==> src/rtl/dmem_access_if.sv <==
// Pipeline request/response channel and single-beat data bus for dmem_access.
// The slave modport is the access stage itself; master is its environment.
interface dmem_access_if;
   logic        req_valid;
   logic        req_ready;
   logic        req_wr;
   logic [1:0]  req_size;
   logic        req_signed;
   logic [31:0] req_paddr;
   logic [31:0] req_wdata;

   logic        resp_valid;
   logic        resp_ready;
   logic [31:0] resp_rdata;
   logic        resp_ade;
   logic        resp_berr;

   logic        bus_req_valid;
   logic        bus_req_ready;
   logic [31:0] bus_addr;
   logic        bus_wr;
   logic [3:0]  bus_wstrb;
   logic [31:0] bus_wdata;
   logic        bus_resp_valid;
   logic [31:0] bus_rdata;

   modport slave (
      input  req_valid, req_wr, req_size, req_signed, req_paddr, req_wdata,
      output req_ready,
      output resp_valid, resp_rdata, resp_ade, resp_berr,
      input  resp_ready,
      output bus_req_valid, bus_addr, bus_wr, bus_wstrb, bus_wdata,
      input  bus_req_ready, bus_resp_valid, bus_rdata
   );

   modport master (
      output req_valid, req_wr, req_size, req_signed, req_paddr, req_wdata,
      input  req_ready,
      input  resp_valid, resp_rdata, resp_ade, resp_berr,
      output resp_ready,
      input  bus_req_valid, bus_addr, bus_wr, bus_wstrb, bus_wdata,
      output bus_req_ready, bus_resp_valid, bus_rdata
   );
endinterface

==> src/rtl/dmem_access.sv <==
// Data-memory access stage: alignment check, one bus transaction per request,
// load extension and bus-timeout reporting over a valid/ready response channel.
module dmem_access #(
   parameter int unsigned TIMEOUT = 32'd64,
   parameter int unsigned CNT_W   = 32'd16
) (
   input  logic         clk,
   input  logic         rst,
   dmem_access_if.slave dm
);

   typedef enum logic [1:0] {
      IDLE = 2'd0,
      REQ  = 2'd1,
      WAIT = 2'd2,
      RESP = 2'd3
   } state_e;

   localparam logic [CNT_W-1:0] CNT_LAST = CNT_W'(TIMEOUT - 32'd1);
   localparam logic [CNT_W-1:0] CNT_ONE  = {{(CNT_W-1){1'b0}}, 1'b1};

   state_e            state_q, state_d;
   logic              wr_q, wr_d;
   logic [1:0]        size_q, size_d;
   logic              sgn_q, sgn_d;
   logic [1:0]        off_q, off_d;
   logic [CNT_W-1:0]  cnt_q, cnt_d;
   logic [31:0]       bus_addr_q, bus_addr_d;
   logic              bus_wr_q, bus_wr_d;
   logic [3:0]        bus_wstrb_q, bus_wstrb_d;
   logic [31:0]       bus_wdata_q, bus_wdata_d;
   logic [31:0]       resp_rdata_q, resp_rdata_d;
   logic              resp_ade_q, resp_ade_d;
   logic              resp_berr_q, resp_berr_d;

   logic              misalign_s;
   logic              cnt_hit_s;
   logic [3:0]        strb_s;
   logic [31:0]       lanes_s;
   logic [31:0]       load_s;

   function automatic logic is_misaligned(input logic [1:0] size, input logic [1:0] off);
      case (size)
         2'd0:    return 1'b0;
         2'd1:    return off[0];
         2'd2:    return (off != 2'd0);
         default: return 1'b1;
      endcase
   endfunction

   function automatic logic [3:0] lane_strobe(input logic [1:0] size, input logic [1:0] off);
      case (size)
         2'd0:    return 4'b0001 << off;
         2'd1:    return 4'b0011 << off;
         default: return 4'b1111;
      endcase
   endfunction

   function automatic logic [31:0] lane_data(input logic [1:0] size, input logic [31:0] wdata);
      case (size)
         2'd0:    return {4{wdata[7:0]}};
         2'd1:    return {2{wdata[15:0]}};
         default: return wdata;
      endcase
   endfunction

   // Bus data is word-aligned: shift the addressed lane down before extending.
   function automatic logic [31:0] load_extend(input logic [31:0] word, input logic [1:0] size,
                                               input logic [1:0] off, input logic sgn);
      logic [31:0] sh;
      sh = word >> {off, 3'b000};
      case (size)
         2'd0:    return {{24{sgn & sh[7]}}, sh[7:0]};
         2'd1:    return {{16{sgn & sh[15]}}, sh[15:0]};
         default: return word;
      endcase
   endfunction

   assign misalign_s = is_misaligned(dm.req_size, dm.req_paddr[1:0]);
   assign strb_s     = lane_strobe(dm.req_size, dm.req_paddr[1:0]);
   assign lanes_s    = lane_data(dm.req_size, dm.req_wdata);
   assign load_s     = load_extend(dm.bus_rdata, size_q, off_q, sgn_q);
   assign cnt_hit_s  = (cnt_q == CNT_LAST);

   // State register
   always_ff @(posedge clk or posedge rst) begin
      if (rst) begin
         state_q <= IDLE;
      end else begin
         state_q <= state_d;
      end
   end

   // Next-state logic
   always_comb begin
      state_d = state_q;
      case (state_q)
         IDLE: begin
            if (dm.req_valid) begin
               if (misalign_s) begin
                  state_d = RESP;
               end else begin
                  state_d = REQ;
               end
            end else begin
               state_d = IDLE;
            end
         end
         REQ: begin
            if (dm.bus_req_ready) begin
               state_d = WAIT;
            end else begin
               state_d = REQ;
            end
         end
         WAIT: begin
            if (dm.bus_resp_valid || cnt_hit_s) begin
               state_d = RESP;
            end else begin
               state_d = WAIT;
            end
         end
         RESP: begin
            if (dm.resp_ready) begin
               state_d = IDLE;
            end else begin
               state_d = RESP;
            end
         end
         default: state_d = IDLE;
      endcase
   end

   // Output/datapath next values; everything not written here holds
   always_comb begin
      wr_d         = wr_q;
      size_d       = size_q;
      sgn_d        = sgn_q;
      off_d        = off_q;
      cnt_d        = cnt_q;
      bus_addr_d   = bus_addr_q;
      bus_wr_d     = bus_wr_q;
      bus_wstrb_d  = bus_wstrb_q;
      bus_wdata_d  = bus_wdata_q;
      resp_rdata_d = resp_rdata_q;
      resp_ade_d   = resp_ade_q;
      resp_berr_d  = resp_berr_q;
      case (state_q)
         IDLE: begin
            if (dm.req_valid) begin
               wr_d         = dm.req_wr;
               size_d       = dm.req_size;
               sgn_d        = dm.req_signed;
               off_d        = dm.req_paddr[1:0];
               resp_rdata_d = 32'h0000_0000;
               resp_ade_d   = misalign_s;
               resp_berr_d  = 1'b0;
               if (misalign_s) begin
                  bus_wr_d = bus_wr_q;
               end else begin
                  bus_addr_d  = {dm.req_paddr[31:2], 2'b00};
                  bus_wr_d    = dm.req_wr;
                  bus_wstrb_d = dm.req_wr ? strb_s : 4'b0000;
                  bus_wdata_d = lanes_s;
               end
            end else begin
               cnt_d = cnt_q;
            end
         end
         REQ: begin
            if (dm.bus_req_ready) begin
               cnt_d = {CNT_W{1'b0}};
            end else begin
               cnt_d = cnt_q;
            end
         end
         WAIT: begin
            cnt_d = cnt_q + CNT_ONE;
            // A response in the timeout cycle still counts as a good response.
            if (dm.bus_resp_valid) begin
               resp_rdata_d = wr_q ? 32'h0000_0000 : load_s;
               resp_berr_d  = 1'b0;
            end else if (cnt_hit_s) begin
               resp_rdata_d = 32'h0000_0000;
               resp_berr_d  = 1'b1;
            end else begin
               resp_berr_d  = resp_berr_q;
            end
         end
         RESP: begin
            cnt_d = cnt_q;
         end
         default: begin
            cnt_d = {CNT_W{1'b0}};
         end
      endcase
   end

   // Datapath and output registers
   always_ff @(posedge clk or posedge rst) begin
      if (rst) begin
         wr_q         <= 1'b0;
         size_q       <= 2'd0;
         sgn_q        <= 1'b0;
         off_q        <= 2'd0;
         cnt_q        <= {CNT_W{1'b0}};
         bus_addr_q   <= 32'h0000_0000;
         bus_wr_q     <= 1'b0;
         bus_wstrb_q  <= 4'b0000;
         bus_wdata_q  <= 32'h0000_0000;
         resp_rdata_q <= 32'h0000_0000;
         resp_ade_q   <= 1'b0;
         resp_berr_q  <= 1'b0;
      end else begin
         wr_q         <= wr_d;
         size_q       <= size_d;
         sgn_q        <= sgn_d;
         off_q        <= off_d;
         cnt_q        <= cnt_d;
         bus_addr_q   <= bus_addr_d;
         bus_wr_q     <= bus_wr_d;
         bus_wstrb_q  <= bus_wstrb_d;
         bus_wdata_q  <= bus_wdata_d;
         resp_rdata_q <= resp_rdata_d;
         resp_ade_q   <= resp_ade_d;
         resp_berr_q  <= resp_berr_d;
      end
   end

   assign dm.req_ready     = (state_q == IDLE);
   assign dm.bus_req_valid = (state_q == REQ);
   assign dm.resp_valid    = (state_q == RESP);
   assign dm.bus_addr      = bus_addr_q;
   assign dm.bus_wr        = bus_wr_q;
   assign dm.bus_wstrb     = bus_wstrb_q;
   assign dm.bus_wdata     = bus_wdata_q;
   assign dm.resp_rdata    = resp_rdata_q;
   assign dm.resp_ade      = resp_ade_q;
   assign dm.resp_berr     = resp_berr_q;

endmodule

==> src/flat_wrapper.sv <==
// flat-port wrapper written by rule: the top's interface ports become plain ports
module dmem_access_flat 
#(
   parameter int unsigned TIMEOUT = 32'd64,
   parameter int unsigned CNT_W   = 32'd16
)
  (clk, rst, dm_req_valid, dm_req_wr, dm_req_size, dm_req_signed, dm_req_paddr, dm_req_wdata, dm_req_ready, dm_resp_valid, dm_resp_rdata, dm_resp_ade, dm_resp_berr, dm_resp_ready, dm_bus_req_valid, dm_bus_addr, dm_bus_wr, dm_bus_wstrb, dm_bus_wdata, dm_bus_req_ready, dm_bus_resp_valid, dm_bus_rdata);
  dmem_access_if dm_i ();
  input  logic clk;
  input  logic rst;
  input wire logic [$bits(dm_i.req_valid)-1:0] dm_req_valid;
  input wire logic [$bits(dm_i.req_wr)-1:0] dm_req_wr;
  input wire logic [$bits(dm_i.req_size)-1:0] dm_req_size;
  input wire logic [$bits(dm_i.req_signed)-1:0] dm_req_signed;
  input wire logic [$bits(dm_i.req_paddr)-1:0] dm_req_paddr;
  input wire logic [$bits(dm_i.req_wdata)-1:0] dm_req_wdata;
  output wire logic [$bits(dm_i.req_ready)-1:0] dm_req_ready;
  output wire logic [$bits(dm_i.resp_valid)-1:0] dm_resp_valid;
  output wire logic [$bits(dm_i.resp_rdata)-1:0] dm_resp_rdata;
  output wire logic [$bits(dm_i.resp_ade)-1:0] dm_resp_ade;
  output wire logic [$bits(dm_i.resp_berr)-1:0] dm_resp_berr;
  input wire logic [$bits(dm_i.resp_ready)-1:0] dm_resp_ready;
  output wire logic [$bits(dm_i.bus_req_valid)-1:0] dm_bus_req_valid;
  output wire logic [$bits(dm_i.bus_addr)-1:0] dm_bus_addr;
  output wire logic [$bits(dm_i.bus_wr)-1:0] dm_bus_wr;
  output wire logic [$bits(dm_i.bus_wstrb)-1:0] dm_bus_wstrb;
  output wire logic [$bits(dm_i.bus_wdata)-1:0] dm_bus_wdata;
  input wire logic [$bits(dm_i.bus_req_ready)-1:0] dm_bus_req_ready;
  input wire logic [$bits(dm_i.bus_resp_valid)-1:0] dm_bus_resp_valid;
  input wire logic [$bits(dm_i.bus_rdata)-1:0] dm_bus_rdata;
  assign dm_i.req_valid = dm_req_valid;
  assign dm_i.req_wr = dm_req_wr;
  assign dm_i.req_size = dm_req_size;
  assign dm_i.req_signed = dm_req_signed;
  assign dm_i.req_paddr = dm_req_paddr;
  assign dm_i.req_wdata = dm_req_wdata;
  assign dm_req_ready = dm_i.req_ready;
  assign dm_resp_valid = dm_i.resp_valid;
  assign dm_resp_rdata = dm_i.resp_rdata;
  assign dm_resp_ade = dm_i.resp_ade;
  assign dm_resp_berr = dm_i.resp_berr;
  assign dm_i.resp_ready = dm_resp_ready;
  assign dm_bus_req_valid = dm_i.bus_req_valid;
  assign dm_bus_addr = dm_i.bus_addr;
  assign dm_bus_wr = dm_i.bus_wr;
  assign dm_bus_wstrb = dm_i.bus_wstrb;
  assign dm_bus_wdata = dm_i.bus_wdata;
  assign dm_i.bus_req_ready = dm_bus_req_ready;
  assign dm_i.bus_resp_valid = dm_bus_resp_valid;
  assign dm_i.bus_rdata = dm_bus_rdata;
  dmem_access #(.TIMEOUT(TIMEOUT), .CNT_W(CNT_W)) u_core (.clk(clk), .rst(rst), .dm(dm_i));
endmodule
==> config.mk <==
export PLATFORM = sky130hd
export DESIGN_NAME = dmem_access_flat
export DESIGN_NICKNAME = d
export VERILOG_FILES = /design/src/rtl/dmem_access_if.sv /design/src/rtl/dmem_access.sv /design/src/flat_wrapper.sv
export SDC_FILE = /design/constraint.sdc
export NUM_CORES = 1
export LEC_CHECK = 0
export CAP_MARGIN = 0
export CORE_MARGIN = 2
export CORE_UTILIZATION = 40
export DETAILED_ROUTE_END_ITERATION = 7
export GPL_TIMING_DRIVEN = 0
export PLACE_DENSITY = 0.84
export SLEW_MARGIN = 30
export SYNTH_ARGS = -nofsm -noshare
export SYNTH_HDL_FRONTEND = slang
export SYNTH_SLANG_ARGS = --single-unit
==> constraint.sdc <==
create_clock -name clk -period 5.65 [get_ports clk]
set_input_delay 1.13 -clock clk [delete_from_list [all_inputs] [get_ports clk]]
set_output_delay 1.13 -clock clk [all_outputs]
set_load 0.05 [all_outputs]
==> results of run 1 <==
registers in the layout, summed over array words and instances, names as in the netlist:
name and flops:
u_core.dm.bus_wdata 32, u_core.dm.resp_rdata 32, u_core.dm.bus_addr 30, u_core.cnt_q 16
u_core.dm.bus_wstrb 4, u_core.off_q 2, u_core.size_q 2, u_core.state_q 2
u_core.dm.bus_wr 1, u_core.dm.resp_ade 1, u_core.dm.resp_berr 1, u_core.sgn_q 1
u_core.wr_q 1
layout make-up:
| cell class | instances | area [um2] |
|---|---|---|
| fill | 1143 | 5670 |
| buffer | 38 | 170 |
| multi-input combinational | 380 | 2650 |
| timing repair buffer | 209 | 2110 |
| sequential | 125 | 3130 |
| clock buffer | 22 | 464 |
| clock inverter | 10 | 115 |
| inverter | 11 | 48.8 |
| tap | 184 | 230 |
power breakdown:
group,switching [mW],internal [mW]
combinational,1.86,0.967
sequential,0.179,1.21
clock,0.404,0.671
layer usage:
| layer | global-route usage [%] | vias to the layer above | part of all wire, % |
|---|---|---|---|
| met5 | 0 | - | 0 |
| met4 | 9.37 | 0 | 2.4 |
| met3 | 7.42 | 35 | 9.2 |
| met2 | 36.1 | 247 | 48 |
| met1 | 27.5 | 2533 | 40 |
| li1 | - | 2449 | - |
layout by cell type (no fill, tap or decap), types with 5 or more instances in the layout:
| cell type | instances |
|---|---|
| a21oi_1 | 23 |
| a22o_1 | 18 |
| a32o_1 | 16 |
| clkbuf_1 | 31 |
| clkbuf_16 | 17 |
| clkdlybuf4s50_1 | 208 |
| dfrtp_1 | 125 |
| ha_1 | 5 |
| inv_1 | 10 |
| mux2_1 | 11 |
| mux2_2 | 39 |
| mux2i_1 | 32 |
| nand2_1 | 53 |
| nand2b_1 | 20 |
| nand3_1 | 9 |
| nor2_1 | 32 |
| nor2b_1 | 5 |
| nor3_1 | 8 |
| o21ai_0 | 38 |
| o21ai_1 | 12 |
| o31ai_1 | 7 |
worst max-delay path, stage by stage:
cell and delay, ns:
clkdlybuf4s50_1 0.58, o21a_1 0.15, o22ai_1 0.12, nand3_1 0.33
clkbuf_1 0.44, buf_2 0.35, mux2_1 0.36
metrics by stage:
stage               instances  total power, mW  hold WS, ns
floorplan                 554             3.26        0.490
global placement          946             4.16        0.463
detailed placement        947             4.22        0.472
CTS                       979             5.31        0.483
global route              979             5.54        0.498
finish                    979             5.29        0.477
path summary, 6_finish.rpt:
| check | end | slack [ns] |
|---|---|---|
| worst max-delay path | u_core.dm.bus_addr[14] | 2.47 |
| worst min register to register | u_core.dm.bus_wdata[8] | 0.48 |
| min in group asynchronous | u_core.dm.bus_addr[14] | 1.11 |
| worst min-delay path | u_core.dm.bus_wdata[8] | 0.48 |
| max in group asynchronous | u_core.dm.bus_wdata[4] | 3.85 |
| worst max register to register | u_core.dm.bus_addr[14] | 3.17 |
kinds of logic (layout without fill, tap and decap cells):
logic type	after synthesis	after routing	synth area share (%)
other	1	2	0.0627
muxes	83	83	15.1
xor gates and xnor gates	4	4	0.585
DFF	125	125	52.3
and+or+nand+nor	148	148	11.9
buffers and inverters	49	290	3.53
adders and majority gates	5	5	1.05
AOI/OAI and AO/OA	138	138	15.5
==> flow_metrics.tcl, run 1 <==
set metrics [dict create \
    status "finished clean" \
    die_y_um 126 \
    drive_above_1_share_pct 10.8 \
    die_area_um2 16000 \
    nNetsFinal 893 \
    antenna_found_initial 0 \
    drt_pass1_iterations 5 \
    ir_drop_mv 0.369 \
    synth_edf_count 0 \
    clock_latency_ns 0.42 \
    avgViaCountPerCell 5.38 \
    rsz0062_at_grt "false" \
    critical_path.startpoint_type "input pin" \
    grt_overflow 0 \
    fin_skew_ns 0.00639 \
    cts_hold_buf 0 \
    max_clock_freq_mhz 315 \
    tightestPinTransition_ns 0.734 \
    worstSetupPathType "in -> reg" \
    ys_ff_latch 125 \
    hold_violations 0 \
    synth_top_cell_area_share_pct 52.3 \
    synth_most_common_cell "dfrtp_1" \
    cts_resized 0 \
    dp_slack_ns 2.04 \
    fin_ws_ns 2.47 \
    hp-class "reg -> reg" \
    power_density_nw_per_um2 594 \
    crit_fanout 10 \
    clk_pin_slew_worst_paths_ns 0.06 \
    max_slew_margin_pct 51.0 \
    antenna_cells 0 \
    dp_hpwl_um 12800 \
    drt_iter0_drc 361 \
    row_count 44 \
    yosysTopAreaCell "dfrtp_1" \
    post_cts_buffers 0 \
    clkSinkCount 125 \
    ys_seq_area_share_pct 52.3 \
    leakagePower_nw 3.78 \
    drc_errors 0 \
    r2r_start "u_core.state_q[0]" \
    dpl-instance-area_um2 8340 \
    synth_commonest_cells "125 x dfrtp_1, 53 x nand2_1, 39 x mux2_2" \
    synth_area_um2 5980 \
    grt_pass1_wl_um 27900 \
    synth.distinct_cells 49 \
    cap_violations 0 \
    period_share_pct 56.3 \
    h-tree-depth 4 \
    critical_path_required_ns 5.95 \
    finalCriticalPeriod_ns 3.18 \
    maxSlewViolCount 0 \
    async_flop_share_pct 100 \
    grt_use_total_pct 22.3 \
    hold-path-cell-count 2 \
    vias 5264 \
    postRouteAntennaNets 0 \
    final_area_um2 8920 \
    wl_um 17500 \
    grt_pass1_vias 5351 \
    cts_tree "built" \
    place_congestion 0.909 \
    r2r_cells 7 \
    chipWidth_um 126 \
    area_growth_pct 49.0 \
    fin_util_pct 61.1 \
    core_region_area_um2 14600 \
    io_buffers 208 \
    yosys_warnings 0 \
    wl_per_cell_um 17.8 \
    grt_max_degree 75 \
    cts-root-buf "clkbuf_16" \
    hp-start "u_core.dm.bus_wdata[8]" \
    dominantRegCellSynth "dfrtp_1" \
    startpoint "dm_req_size[1]" \
    tns_ns 0 \
    finalSetupViolCount 0 \
    io_pins 212 \
    cts_made_buffers 17 \
    critPathCaptureType "flip-flop" \
    worstPathArrival_ns 3.48 \
    synthTopCellsByArea "dfrtp_1 52%, mux2_2 7.3%, mux2i_1 5.4%" \
    start_util_pct 41.0 \
    clock_path_buffers 2 \
    netlist_instances 553 \
    synth_area_per_cell_um2 10.8 \
]
No activity file was read; power rests on OpenSTA's default activity.
==> run 2, diff against run 1 <==
Clock period 5.65 ns to 3 ns, I/O delays scaled along.
==> flow_metrics.tcl, run 2 (synthesis results as in run 1) <==
set metrics [dict create \
    status "finished clean" \
    r2r_start "u_core.state_q[0]" \
    row_count 44 \
    hold_violations 0 \
    h-tree-depth 4 \
    cts_tree "built" \
    finalCriticalPeriod_ns 2.60 \
    seq_area_um2 3130 \
    wl_per_cell_um 18.2 \
    dp_cells 951 \
    rsz0062_at_grt "false" \
    cts_resized 0 \
    io_buffers 208 \
    mostFrequentLayoutCells "208 x clkdlybuf4s50_1, 125 x dfrtp_1, 53 x nand2_1" \
    area_growth_pct 50.3 \
    reg2reg_slack_ns 0.58 \
    tightestPinTransition_ns 0.972 \
    hp-class "in -> async" \
    leakagePower_nw 3.82 \
    fin_cells 981 \
    grt_overflow 0 \
    cts_made_buffers 17 \
    place_congestion 0.903 \
    dp_hpwl_um 13200 \
    crit_fanout 10 \
    clock_latency_ns 0.42 \
    drt_pass1_iterations 5 \
    clock_path_buffers 2 \
    max_slew_margin_pct 35.0 \
    multi_input_area_um2 2650 \
    die_y_um 126 \
    start_util_pct 41.0 \
    clkSinkCount 125 \
    grt_max_degree 29 \
    nNetsFinal 897 \
    max_stage_delay_ns 0.48 \
    postRouteAntennaNets 0 \
    critPathCaptureType "flip-flop" \
    fin_skew_ns 0.00935 \
    critical_path.startpoint_type "input pin" \
    drt_iter0_drc 408 \
    wl_um 17900 \
    chipWidth_um 126 \
    r2r-end "u_core.dm.bus_addr[14]" \
    post_cts_buffers 0 \
    cap_violations 0 \
    power_mw 9.98 \
    clk_pin_slew_worst_paths_ns 0.05 \
    io_pins 212 \
    vias 5305 \
    r2r_cells 7 \
    slowest_stage "clkdlybuf4s50_1" \
    worstPathCellList "clkdlybuf4s50_1 -> o21a_1 -> o22ai_1 -> nand3_1 -> clkbuf_1 -> buf_2 -> mux2_1" \
    drive_above_1_share_pct 11.0 \
    crit_family "buffers and inverters" \
    antenna_cells 0 \
    grt_pass1_wl_um 28700 \
    grt_pass1_vias 5409 \
    avgViaCountPerCell 5.41 \
    worstSetupPathType "in -> reg" \
    die_area_um2 16000 \
    antenna_found_initial 0 \
    cts_hold_buf 0 \
    maxSlewViolCount 0 \
    max_clock_freq_mhz 385 \
    power_density_nw_per_um2 1110 \
    ir_drop_mv 0.635 \
    drc_errors 0 \
    cts-root-buf "clkbuf_16" \
    critical_path_required_ns 3.30 \
    worstPathArrival_ns 2.90 \
    fill_cells 1163 \
    period_share_pct 86.6 \
    core_region_area_um2 14600 \
    crit_buf_inv 3 \
    finalSetupViolCount 0 \
    grt_use_total_pct 22.8 \
    layout_commonest_cell "clkdlybuf4s50_1" \
]
-- run 2: cell count changes in the layout (fill, tap and decap cells not counted), sizes merged --
| cell | previous run | this run |
|---|---|---|
| clkinv | 5 | 4 |
| inv | 11 | 10 |
| clkinvlp | 3 | 2 |
| clkbuf | 50 | 51 |
| buf | 11 | 15 |
-- run 2: worst register-to-register path: stages (launching register included) --
cell,delay (ns)
dfrtp_1,0.37
inv_1,0.07
ha_1,0.21
clkbuf_1,0.19
nand3_1,0.36
clkbuf_1,0.41
buf_2,0.34
mux2_1,0.35
-- run 2: report_power, final --
group | switching, mW | leakage, nW | internal, mW
clock network | 0.733 | 0.285 | 1.29
registers | 0.341 | 1.61 | 2.28
logic | 3.50 | 1.93 | 1.83
total | 4.58 | 3.82 | 5.41
-- run 2: how the worst max path moves through the flow --
stage | from | to | slack, ns | cells after the start
after floorplan | u_core.state_q[0] | u_core.dm.resp_rdata[16] | 0.61 | 9
after global routing | dm_req_paddr[1] | u_core.dm.bus_addr[13] | 0.23 | 7
after detailed placement | dm_req_paddr[0] | u_core.dm.bus_addr[13] | -0.02 | 6
after CTS | dm_req_paddr[1] | u_core.dm.bus_addr[13] | 0.36 | 7
after global placement | rst | u_core.dm.bus_addr[28] | -0.32 | 2
final | dm_req_paddr[1] | u_core.dm.bus_addr[14] | 0.40 | 7
-- run 2: layout make-up --
cell class                 instances  share of cell area, %
inverter                          11                  0.501
sequential                       125                   34.8
multi-input combinational        380                   29.4
clock inverter                     7                  0.974
buffer                            38                   1.89
timing repair buffer             213                   24.4
clock buffer                      23                   5.42
tap                              184                   2.56
-- run 2: metrics by stage --
step	util [%]	hold WS (ns)	setup slack, ns	setup TNS (ns)	area [um2]
2_1_floorplan	-	0.490	0.612	0	5990
3_3_place_gp	56.9	0.461	-0.317	-38.75	8300
3_5_place_dp	57.7	0.470	-0.0178	-0.0944	8420
4_1_cts	61.7	0.472	0.362	0	8990
5_1_grt	61.7	0.509	0.232	0	8990
6_report	61.7	0.478	0.402	0	8990
-- run 2: per-layer routing --
metal,GRT usage [%],wire length [um],up-vias
met4,7.63,358,0
li1,-,-,2459
met1,28.0,7320,2591
met3,7.34,1410,34
met2,38.2,8790,221
met5,0,0,-
==> RTL edit (flow settings as in run 2) <==
`CNT_W` is set to 32'd16 in 2 places; all go to 32'd20.
--- a/src/rtl/dmem_access.sv
+++ b/src/rtl/dmem_access.sv
@@ -4,3 +4,3 @@
    parameter int unsigned TIMEOUT = 32'd64,
-   parameter int unsigned CNT_W   = 32'd16
+   parameter int unsigned CNT_W   = 32'd20
 ) (
--- a/src/flat_wrapper.sv
+++ b/src/flat_wrapper.sv
@@ -4,3 +4,3 @@
    parameter int unsigned TIMEOUT = 32'd64,
-   parameter int unsigned CNT_W   = 32'd16
+   parameter int unsigned CNT_W   = 32'd20
 )
Formal check against the unedited RTL: same outputs for any inputs over 4 cycles, from zero or initial values and one cycle with rst high; that may be too few to reach the edited logic, so the function may still have changed.
==> RTL edit against run 2 <==
Setup slack worse by 0.088 ns; largest power group unchanged; sequential power is 8.0% higher; synthesized area increased by 9.1%; sequential cell count grew 4; wire length is 7.8% higher; register-to-register slack worse by 0.21 ns; power rose by 12%; design area is 6.2% higher; combinational power up 17%.
==> RTL edit: results (changes against run 2) <==
cp.arrival_ns: 2.09  # was 2.90 ns
postPlaceCellArea_um2: 8970  # was 8420 um2
wirelength_mm: 19.3  # was 17.9 mm
r2r_slack_ns: 0.37  # was 0.58 ns
grtUsageTotal_pct: 22.4  # was 22.8%
ys_top_cells_by_count: "dfrtp_1 (129), mux2i_1 (56), inv_1 (51)"  # was dfrtp_1 (125), nand2_1 (53), mux2_2 (39)
crit_fanout: 7  # was 10
grt_max_degree: 31  # was 29
hold_class: "flop to flop"  # was primary input to asynchronous set/reset pin
preCtsSetupSlack_ns: 0.0872  # was -0.0178 ns
peakVddDrop_mv: 0.784  # was 0.635 mV
worst_slack_ns: 0.314  # was 0.402 ns
grt_pass1_vias: 5903  # was 5409
seq_area_frac_synth_pct: 49.4  # was 52.3%
gp_congestion: 0.883  # was 0.903
status: "finished, final reports clean"  # unchanged
fin_skew_ns: 0.0121  # was 0.00935 ns
worstMarginPinSlew_ns: 0.918  # was 0.972 ns
synth_area_leaders: "dfrtp_1 (49%), mux2i_1 (8.6%), mux2_2 (8.3%)"  # was dfrtp_1 (52%), mux2_2 (7.3%), mux2i_1 (5.4%)
clkLatencyLatePin_ns: 0.43
place_hpwl_mm: 14.7  # was 13.2 mm
grt_pass1_wl_mm: 30.9  # was 28.7 mm
power_switching_w: 0.00526  # was 0.00458 W
nNetsFinal: 966  # was 897
fillers: 1323  # was 1163
vias: 5794  # was 5305
yosysUniqueCellTypes: 52  # was 49
drive_gt1_share_pct: 12.4  # was 11.0%
RTL edit: worst paths after layout:
| kind | from | end | depth (start not counted) |
|---|---|---|---|
| min reg2reg | u_core.dm.bus_wdata[9] | u_core.dm.bus_wdata[9] | 2 |
| max reg2reg | u_core.state_q[0] | u_core.dm.resp_rdata[12] | 7 |
| min | u_core.dm.bus_wdata[9] | u_core.dm.bus_wdata[9] | 2 |
| min in group asynchronous | rst | u_core.dm.bus_addr[25] | 2 |
| max in group asynchronous | rst | u_core.dm.bus_addr[15] | 3 |
| max | u_core.state_q[0] | dm_req_ready | 3 |
RTL edit: layer usage:
metal / global-route usage [%] / wire (um)
met4: 7.00 / 411
met2: 37.8 / 9450
met1: 26.7 / 7830
met3: 8.50 / 1580
met5: 0 / 0
RTL edit: cell type report:
class	count	share of cell area [%]
multi-input combinational	400	30.1
tap	216	2.83
timing repair buffer	212	22.6
inverter	52	2.08
sequential	129	33.8
clock inverter	13	1.43
clock buffer	19	4.64
buffer	43	2.45
RTL edit: cells by family after synthesis:
| group | Yosys count | share of synthesized area [%] |
|---|---|---|
| AOI/OAI and AO/OA | 142 | 14.1 |
| other | 1 | 0.0574 |
| muxes | 105 | 17.2 |
| xor gates and xnor gates | 2 | 0.268 |
| and+or+nand+nor | 144 | 11.4 |
| buffers and inverters | 95 | 6.57 |
| DFF | 129 | 49.4 |
| adders and majority gates | 5 | 0.958 |
RTL edit: power groups by stage:
stage	clock, W	sequential (W)	combinational (W)
after floorplan	0	0.00496	0.00206
after global placement	0	0.00282	0.00613
after detailed placement	0	0.00285	0.00624
after CTS	0.00208	0.00283	0.00627
after global routing	0.00216	0.00291	0.00659
final	0.00206	0.00283	0.00626
RTL edit: through the flow:
step	power (W)	hold slack, ns	util, %	std cells
floorplan	0.00702	0.476	-	624
global placement	0.00895	0.459	55.8	1048
detailed placement	0.00909	0.470	56.3	1052
CTS	0.0112	0.484	59.9	1084
global route	0.0117	0.500	59.9	1084
finish	0.0111	0.478	59.9	1084
RTL edit: critical path, stage by stage (launching register included):
cell	delay, ns
dfrtp_1	0.42
inv_1	0.10
ha_1	0.28
clkdlybuf4s50_1	0.87
